`src/rtl/seg7_scan_driver.sv`:
```
// Multiplexed common-anode 7-segment driver with a sequential
// double-dabble BCD converter, hex pass-through and anti-ghost blanking.
module seg7_scan_driver #(
    parameter int DIGITS    = 4,
    parameter int DATA_W    = 16,
    parameter int SCAN_CYC  = 50000,
    parameter int BLANK_CYC = 16
) (
    input  logic              clk,
    input  logic              rst_n,
    input  logic [DATA_W-1:0] in_data,
    input  logic              in_valid,
    output logic              in_ready,
    input  logic              hex_mode,
    input  logic              lzb,
    output logic              ovf,
    output logic [DIGITS-1:0] cs,
    output logic [7:0]        dx
);

    localparam int BW = 4 * (DIGITS + 1);
    localparam int XW = DATA_W + 4 * DIGITS;
    localparam int CW = $clog2(DATA_W + 1);
    localparam int DW = $clog2(SCAN_CYC + 1);
    localparam int IW = $clog2(DIGITS);

    typedef enum logic [1:0] {
        IDLE,
        CONV,
        DONE
    } state_t;

    state_t state, state_nxt;

    logic              xfer;
    logic [DATA_W-1:0] data_q;
    logic              hex_q;
    logic              lzb_q;
    logic [BW-1:0]     bcd_q;
    logic [BW-1:0]     adj;
    logic [CW-1:0]     iter;
    logic              spill_q;
    logic [XW-1:0]     ext;
    logic              hex_ovf;

    logic [3:0]        dig_q [DIGITS];
    logic              lzb_d;
    logic              ovf_q;
    logic [7:0]        code  [DIGITS];
    logic [DIGITS-1:0] blank;
    logic              zero_run;

    logic [DW-1:0]     dwell;
    logic [IW-1:0]     idx;
    logic [DIGITS-1:0] cs_q;
    logic [7:0]        dx_q;

    function automatic logic [7:0] seg7(input logic [3:0] n);
        logic [7:0] s;
        unique case (n)
            4'h0: s = 8'hC0;
            4'h1: s = 8'hF9;
            4'h2: s = 8'hA4;
            4'h3: s = 8'hB0;
            4'h4: s = 8'h99;
            4'h5: s = 8'h92;
            4'h6: s = 8'h82;
            4'h7: s = 8'hF8;
            4'h8: s = 8'h80;
            4'h9: s = 8'h90;
            4'hA: s = 8'h88;
            4'hB: s = 8'h83;
            4'hC: s = 8'hC6;
            4'hD: s = 8'hA1;
            4'hE: s = 8'h86;
            default: s = 8'h8E;
        endcase
        return s;
    endfunction

    assign in_ready = (state == IDLE);
    assign xfer     = in_valid & in_ready;
    assign ovf      = ovf_q;
    assign cs       = cs_q;
    assign dx       = dx_q;

    always_ff @(posedge clk or negedge rst_n) begin
        if (!rst_n) state <= IDLE;
        else        state <= state_nxt;
    end

    always_comb begin
        state_nxt = state;
        unique case (state)
            IDLE: if (xfer) state_nxt = CONV;
            CONV: if (hex_q || iter == CW'(DATA_W - 1)) state_nxt = DONE;
            DONE: state_nxt = IDLE;
            default: state_nxt = IDLE;
        endcase
    end

    // Add-3 correction on every nibble ahead of the shift
    always_comb begin
        adj = bcd_q;
        for (int k = 0; k < DIGITS + 1; k++) begin
            if (bcd_q[4*k +: 4] >= 4'd5) adj[4*k +: 4] = bcd_q[4*k +: 4] + 4'd3;
        end
    end

    assign ext     = XW'(data_q);
    assign hex_ovf = |ext[XW-1:4*DIGITS];

    always_ff @(posedge clk or negedge rst_n) begin
        if (!rst_n) begin
            data_q  <= '0;
            hex_q   <= 1'b0;
            lzb_q   <= 1'b0;
            bcd_q   <= '0;
            iter    <= '0;
            spill_q <= 1'b0;
        end else if (state == IDLE) begin
            if (xfer) begin
                data_q  <= in_data;
                hex_q   <= hex_mode;
                lzb_q   <= lzb;
                bcd_q   <= '0;
                iter    <= '0;
                spill_q <= 1'b0;
            end
        end else if (state == CONV) begin
            if (hex_q) begin
                bcd_q   <= BW'(ext[4*DIGITS-1:0]);
                spill_q <= hex_ovf;
            end else begin
                // A carry out of the guard nibble means the value is far too big
                bcd_q   <= {adj[BW-2:0], data_q[DATA_W-1]};
                spill_q <= spill_q | adj[BW-1];
                data_q  <= data_q << 1;
                iter    <= iter + 1'b1;
            end
        end
    end

    always_ff @(posedge clk or negedge rst_n) begin
        if (!rst_n) begin
            for (int i = 0; i < DIGITS; i++) dig_q[i] <= 4'd0;
            lzb_d <= 1'b0;
            ovf_q <= 1'b0;
        end else if (state == DONE) begin
            for (int i = 0; i < DIGITS; i++) dig_q[i] <= bcd_q[4*i +: 4];
            lzb_d <= lzb_q;
            ovf_q <= spill_q | (|bcd_q[BW-1 -: 4]);
        end
    end

    always_comb begin
        zero_run = 1'b1;
        blank    = '0;
        for (int i = DIGITS - 1; i > 0; i--) begin
            zero_run = zero_run && (dig_q[i] == 4'd0);
            blank[i] = zero_run && lzb_d;
        end
        for (int i = 0; i < DIGITS; i++) begin
            if (ovf_q)         code[i] = 8'hBF;
            else if (blank[i]) code[i] = 8'hFF;
            else               code[i] = seg7(dig_q[i]);
        end
    end

    always_ff @(posedge clk or negedge rst_n) begin
        if (!rst_n) begin
            dwell <= '0;
            idx   <= '0;
            cs_q  <= '1;
            dx_q  <= 8'hFF;
        end else begin
            if (dwell == DW'(SCAN_CYC - 1)) begin
                dwell <= '0;
                idx   <= (idx == IW'(DIGITS - 1)) ? '0 : idx + 1'b1;
            end else begin
                dwell <= dwell + 1'b1;
            end
            // Blank window lets the previous digit's driver turn off first
            if (dwell < DW'(BLANK_CYC)) begin
                cs_q <= '1;
                dx_q <= 8'hFF;
            end else begin
                cs_q <= ~(DIGITS'(1) << idx);
                dx_q <= code[idx];
            end
        end
    end

endmodule

```
`config.mk`:
```
export PLATFORM = sky130hd
export DESIGN_NAME = seg7_scan_driver
export DESIGN_NICKNAME = d
export VERILOG_FILES = /design/src/rtl/seg7_scan_driver.sv
export SDC_FILE = /design/constraint.sdc
export NUM_CORES = 1
export LEC_CHECK = 0
export BUFFER_PORTS_ARGS = -buffer_cell sky130_fd_sc_hd__buf_2
export CORE_MARGIN = 10
export CORE_UTILIZATION = 40
export DETAILED_ROUTE_END_ITERATION = 8
export MAX_ROUTING_LAYER = met4
export SLEW_MARGIN = 20
export SYNTH_ARGS = -nofsm -noshare
export SYNTH_HDL_FRONTEND = slang
export SYNTH_SLANG_ARGS = --single-unit
```
`constraint.sdc`:
```
create_clock -name clk -period 6.1 [get_ports clk]
set_input_delay 0 -clock clk [delete_from_list [all_inputs] [get_ports clk]]
set_output_delay 0 -clock clk [all_outputs]
set_load 0.01 [all_outputs]
```
==> results of run 1 <==
-- cells in the mapped netlist (3+ instances only) --
| library cell | count | area [um^2] |
|---|---|---|
| dfrtp_1 | 82 | 2050 |
| ha_1 | 42 | 526 |
| a21oi_1 | 40 | 200 |
| o21ai_0 | 39 | 195 |
| nand2_1 | 38 | 143 |
| nor2_1 | 37 | 139 |
| inv_1 | 34 | 128 |
| mux2i_1 | 26 | 260 |
| clkbuf_1 | 19 | 71.3 |
| mux2_2 | 19 | 214 |
| nand2b_1 | 17 | 106 |
| nand3_1 | 17 | 85.1 |
| xnor2_1 | 13 | 114 |
| dfstp_2 | 11 | 289 |
| a32oi_1 | 8 | 70.1 |
| nand4_1 | 7 | 43.8 |
| nor2b_1 | 7 | 43.8 |
| nor3_1 | 7 | 35.0 |
| nor3b_1 | 7 | 52.6 |
| or3b_2 | 7 | 61.3 |
| and3_1 | 6 | 37.5 |
| buf_2 | 6 | 30.0 |
| o31ai_1 | 6 | 45.0 |
| xor2_1 | 6 | 52.6 |
| a211oi_1 | 5 | 37.5 |
| o2111ai_1 | 5 | 43.8 |
| o311ai_0 | 5 | 43.8 |
| a221oi_1 | 4 | 35.0 |
| o211ai_1 | 4 | 30.0 |
| a21boi_0 | 3 | 22.5 |
| a221o_1 | 3 | 30.0 |
| a22o_1 | 3 | 26.3 |
| buf_4 | 3 | 22.5 |
| o221ai_1 | 3 | 26.3 |
| o22ai_1 | 3 | 18.8 |
| or2_2 | 3 | 18.8 |
-- stage by stage --
stage | power (mW) | cells | util [%]
after floorplan | 2.02 | 579 | -
final | 2.89 | 799 | 46.3
after CTS | 2.90 | 799 | 46.3
after global routing | 3.15 | 799 | 46.3
after global placement | 2.30 | 763 | 42.8
after detailed placement | 2.35 | 763 | 42.8
-- layer usage --
metal / vias up / GRT usage [%] / share of wire (%) / routed length [um]
li1: 2150 / - / - / -
met1: 2058 / 17.8 / 50 / 6270
met2: 85 / 19.4 / 45 / 5650
met3: 11 / 3.13 / 3.6 / 451
met4: 0 / 3.62 / 1.3 / 158
met5: - / - / 0 / 0
-- timing repair --
item / 4_1_cts / 5_1_grt
gates resized for setup: 0 / 0
hold buffers: 21 / 0
hold endpoints to repair: 42 / 0
-- registers in the layout (all words and copies together), names as in the netlist, 2 cells and up --
signal	cells
bcd_q	20
data_q	16
dig_q	16
dwell	16
dx	7
iter	5
cs	4
idx	2
state	2
-- path summary, 6_finish.rpt --
path | from | end | depth (start not counted)
max reg2reg | dig_q[0] | dx[1] | 6
max in group asynchronous | rst_n | bcd_q[10] | 3
min in group clk | hex_mode | hex_q | 3
min | rst_n | dwell[12] | 2
min reg2reg | dwell[0] | dwell[0] | 1
max | dig_q[0] | dx[1] | 6
-- kinds of logic (layout without fill, tap and decap cells) --
kind of cell    Yosys count  in the layout  synth area share, %
simple gates            167            167                 15.7
compound gates          143            143                 16.5
other cells               1              1               0.0659
mux                      49             49                 9.65
buf+inv                  65            105                 4.81
flops                    93             93                 41.1
fa+ha+maj                42             42                 9.23
xor+xnor                 19             19                 2.92
-- where the power goes --
part	switching, mW	internal, mW
clock	0.245	0.287
combinational	0.679	0.571
sequential	0.280	0.826
-- area by class of cell --
class	count	area share [%]
clock buffer	10	3.70
clock inverter	5	0.543
inverter	34	1.98
multi-input combinational	421	47.9
sequential	93	36.3
tap	180	3.49
timing repair buffer	56	6.09
==> qor.yml, run 1 <==
floorplanning:
  num_rows: 43
  die_x_um: 139
  core-area_um2: 13900
  io_pins: 35
  die-height_um: 139
  start_util_pct: 40.9
  die_area_um2: 19400
clocking:
  clock_latency_ns: 0.35
  postCtsSetupBuffers: 0
  cts_tree: "yes"
  path_clk_slew_ns: 0.07
  numCtsBuffers: 9
  cts.sinks: 93
  clockBufferDepth: 2
  htree_levels: 3
  clock-root-buffer: "clkbuf_16"
drt:
  ant_nets: 0
  post_drt_wl_per_cell_um: 15.7
  first_pass_iters: 4
  via_count: 4304
  avgViaCountPerCell: 5.39
  drtIter0Drc: 411
  drc_errors: 0
  drt_wl_total_mm: 12.5
timing:
  slew-limit-headroom_pct: 34.8
  setup_viol: 0
  fin_crit_sh_pct: 37.1
  tns_ns: 0
  fmax_ghz: 0.442
  slew_violations: 0
  rsz0062_at_grt: "false"
  worst_pin_slew_ns: 0.978
  fin_skew_ns: 0.00625
  hold_viol_final: 0
  hold_slack_ns: 0.0747
  fin_crit_ns: 2.26
  setup_slack_ns: 3.84
logic_synthesis:
  synth-seq-cells: 93
  syn-num-nets: 642
  yosys.cell_types.count: 64
  ys_seq_area_share_pct: 41.1
  synth_edf_count: 0
  ys_warn_count: 0
  synthCells: 579
  async_flop_share_pct: 100
  synthesis.area_um2: 5690
  avgSynthCellArea_um2: 9.83
  synth_flop_cell: "dfrtp_1"
global_route:
  antenna_found_initial: 0
  grt_pass1_wl_mm: 21.3
  grtUsageTotal_pct: 13.3
  grt_pass1_vias: 4235
  grt_max_degree: 72
  overflow: 0
critical_path:
  crit_buf_inv: 1
  crit_path_max_fanout: 9
  reg2reg_slack_ns: 3.84
  crit_family: "compound AO/OA/AOI/OAI gates"
  crit_chain: "inv_1 > ha_1 > nand4bb_1 > o21ai_0 > o31ai_1 > o221ai_1"
  cp.arrival_ns: 2.52
  slowest_delay_ns: 0.58
  crit_path_end_kind: "flop"
  startpoint_type: "flop"
  cp.required_ns: 6.36
  slowest_stage: "o21ai_0"
  path_class: "reg -> reg"
power_and_ir_drop:
  p_leak_nw: 2.79
  peakVddDrop_mv: 0.245
  power_density_nw_per_um2: 447
outcome:
  status: "finished, final reports clean"
layout:
  final_cell_area_um2: 6450
  num-nets-final: 678
  layout_common_cells: "dfrtp_1 (82), ha_1 (42), o21ai_0 (39), a21oi_1 (39), nand2_1 (38)"
  seq_area_um2: 2340
  syn_to_final_growth_pct: 13.4
  final_common_cell: "dfrtp_1"
  multi_input_area_um2: 3090
  fillers: 1283
  num_antenna_cells: 0
  final_layout_size_suffix_gt1_share_pct: 16.8
placement:
  dpl.hpwl_mm: 8.86
  placed_area_um2: 5960
  io_buffers: 33
  gp_congestion: 0.879
  place_ws_ns: 3.73
flow_run:
  max_cap_viol_count: 0
min_path:
  hold_path_class: "in -> async"
(Power assumes the default switching activity.)
==> run 2: changes to the inputs <==
==> constraint.sdc (replaced) <==
create_clock -name clk -period 2.02 [get_ports clk]
set_input_delay 0 -clock clk [delete_from_list [all_inputs] [get_ports clk]]
set_output_delay 0 -clock clk [all_outputs]
set_load 0.01 [all_outputs]
==> run 2 against run 1 <==
Effect of this change: sequential cell count stayed put; register-to-register slack worse by 3.7 ns; clock skew is 0.00091 ns higher; clock power grew to 3.2 times the previous value; clock-buffer cell count is 1 higher; hold slack better by 0.16 ns; utilization is 1.8 points higher; combinational power grew to 3.5 times the previous value; largest cell class unchanged; largest power group unchanged.
==> qor.yml, run 2 (synthesis gave the netlist of run 1 again) <==
timing:
  hold_viol_final: 0  # unchanged
  fmax_ghz: 0.541  # was 0.442 GHz
  slew_violations: 0  # unchanged
  fin_skew_ns: 0.00716  # was 0.00625 ns
  fin_crit_ns: 1.85  # was 2.26 ns
  worst_pin_slew_ns: 1.10  # was 0.978 ns
  fin_crit_sh_pct: 91.5  # was 37.1%
  rsz0062_at_grt: "false"  # unchanged
  setup_viol: 0  # unchanged
  setup_slack_ns: 0.172  # was 3.84 ns
  tns_ns: 0  # unchanged
  slew-limit-headroom_pct: 26.7  # was 34.8%
drt:
  first_pass_iters: 5  # was 4
  avgViaCountPerCell: 5.36  # was 5.39
  drc_errors: 0  # unchanged
  drtIter0Drc: 346  # was 411
  drt_wl_total_mm: 12.5  # about the same
  post_drt_wl_per_cell_um: 15.1  # was 15.7 um
  ant_nets: 0  # unchanged
  via_count: 4442  # was 4304
floorplanning:
  die_area_um2: 19400  # unchanged
  num_rows: 43  # unchanged
  die-height_um: 139  # unchanged
  io_pins: 35  # unchanged
  start_util_pct: 40.9  # unchanged
  die_x_um: 139  # unchanged
  core-area_um2: 13900  # unchanged
global_route:
  grt_pass1_vias: 4359  # was 4235
  overflow: 0  # unchanged
  antenna_found_initial: 0  # unchanged
  grtUsageTotal_pct: 13.6  # was 13.3%
  grt_max_degree: 56  # was 72
  grt_pass1_wl_mm: 21.7  # was 21.3 mm
power_and_ir_drop:
  sw_frac_of_total_pct: 40.0  # was 41.7%
  p_leak_nw: 2.95  # was 2.79 nW
  p_clk_share_pct: 18.8  # was 18.4%
  peakVddDrop_mv: 0.992  # was 0.245 mV
  power.share.sequential_pct: 33.4  # was 38.3%
  comb_power_share_pct: 47.8  # was 43.3%
  p_int_mw: 5.49  # was 1.68 mW
  power_density_nw_per_um2: 1360  # was 447 nW/um^2
  p_sw_mw: 3.65  # was 1.20 mW
min_path:
  hold_path_class: "in -> async"  # unchanged
clocking:
  postCtsSetupBuffers: 0  # unchanged
  cts.sinks: 93  # unchanged
  htree_levels: 3  # unchanged
  numCtsBuffers: 9  # unchanged
  cts_tree: "yes"  # unchanged
  clock-root-buffer: "clkbuf_16"  # unchanged
  clock_latency_ns: 0.35  # about the same
  path_clk_slew_ns: 0.06  # was 0.07 ns
  clockBufferDepth: 2  # unchanged
critical_path:
  crit_path_end_kind: "flop"  # unchanged
  startpoint_type: "flop"  # unchanged
  path_class: "reg -> reg"  # unchanged
  cp.arrival_ns: 2.10  # was 2.52 ns
  crit_path_max_fanout: 5  # was 9
  cp.required_ns: 2.27  # was 6.36 ns
  reg2reg_depth: 6  # unchanged
layout:
  num-nets-final: 707  # was 678
  num_antenna_cells: 0  # unchanged
  regMostFlops: "bcd_q"  # unchanged
  final_layout_size_suffix_gt1_share_pct: 20.4  # was 16.8%
  layout_common_cells: "dfrtp_1 (82), ha_1 (42), o21ai_0 (39), a21oi_1 (39), nand2_1 (38)"  # unchanged
  fillers: 1290  # was 1283
  largest_reg_flops: 20  # unchanged
  final_common_cell: "dfrtp_1"  # unchanged
  syn_to_final_growth_pct: 17.8  # was 13.4%
  final_util_pct: 48.1  # was 46.3%
flow_run:
  max_cap_viol_count: 0  # unchanged
placement:
  gp_congestion: 0.912  # was 0.879
  io_buffers: 33  # unchanged
  dpl.hpwl_mm: 9.01  # was 8.86 mm
  place_ws_ns: 0.0651  # was 3.73 ns
outcome:
  status: "finished, final reports clean"  # unchanged
run 2: changes by cell type in the layout (fill, tap and decap cells not counted), moves of 2 or more:
cell and delta:
o311ai_1 +3, buf_4 +28, clkinv_2 -2, o311ai_0 -3
clkinv_4 +2, or3b_4 +2
run 2: cell type report:
cell class	count	area, um^2	share of cell area (%)
multi-input combinational	421	3090	46.1
sequential	93	2340	34.9
timing repair buffer	85	623	9.29
clock buffer	11	243	3.62
tap	180	225	3.36
inverter	34	128	1.90
clock inverter	4	56.3	0.840
run 2: final timing paths:
path	startpoint	to	slack, ns
max	dig_q[8]	dx[4]	0.17
min	rst_n	dwell[15]	0.24
max reg2reg	dig_q[8]	dx[4]	0.17
min reg2reg	dwell[0]	dwell[0]	0.49
max in group asynchronous	rst_n	bcd_q[12]	1.12
min in group clk	lzb	lzb_q	0.42
run 2: power by group through the flow:
stage / combinational [mW] / clock, mW / sequential, mW
after floorplan: 3.13 / 0 / 2.97
after global placement: 4.17 / 0 / 3.05
after detailed placement: 4.28 / 0 / 3.08
after CTS: 4.35 / 1.77 / 3.05
after global routing: 4.88 / 1.86 / 3.16
final: 4.37 / 1.72 / 3.05
run 2: per-layer routing:
metal	vias to the layer above	wire length [um]	track usage (%)
met3	18	494	2.99
met5	-	0	-
met4	0	255	5.00
met1	2112	6130	17.9
met2	107	5600	19.9
li1	2205	-	-
run 2: through the flow:
stage | total power, mW | cells | hold WS [ns] | instance area, um^2
after floorplan | 6.10 | 579 | -0.296 | 5690
after global placement | 7.22 | 792 | 0.0868 | 6190
after detailed placement | 7.37 | 792 | 0.0993 | 6190
after CTS | 9.17 | 828 | 0.266 | 6700
after global routing | 9.90 | 828 | 0.292 | 6710
final | 9.14 | 828 | 0.238 | 6710
run 2: repair_timing:
item,in CTS,in global routing
setup endpoints to repair,0,4
resized for setup,0,5
endpoints found under the hold margin,63,0
hold buffers,21,0
run 2: critical path, cell delays in order, from the launching register on:
cell and delay (ns):
dfrtp_1 0.37, inv_1 0.11, ha_1 0.18, or3b_4 0.40, o31ai_4 0.31, a221oi_1 0.09, o311ai_1 0.28
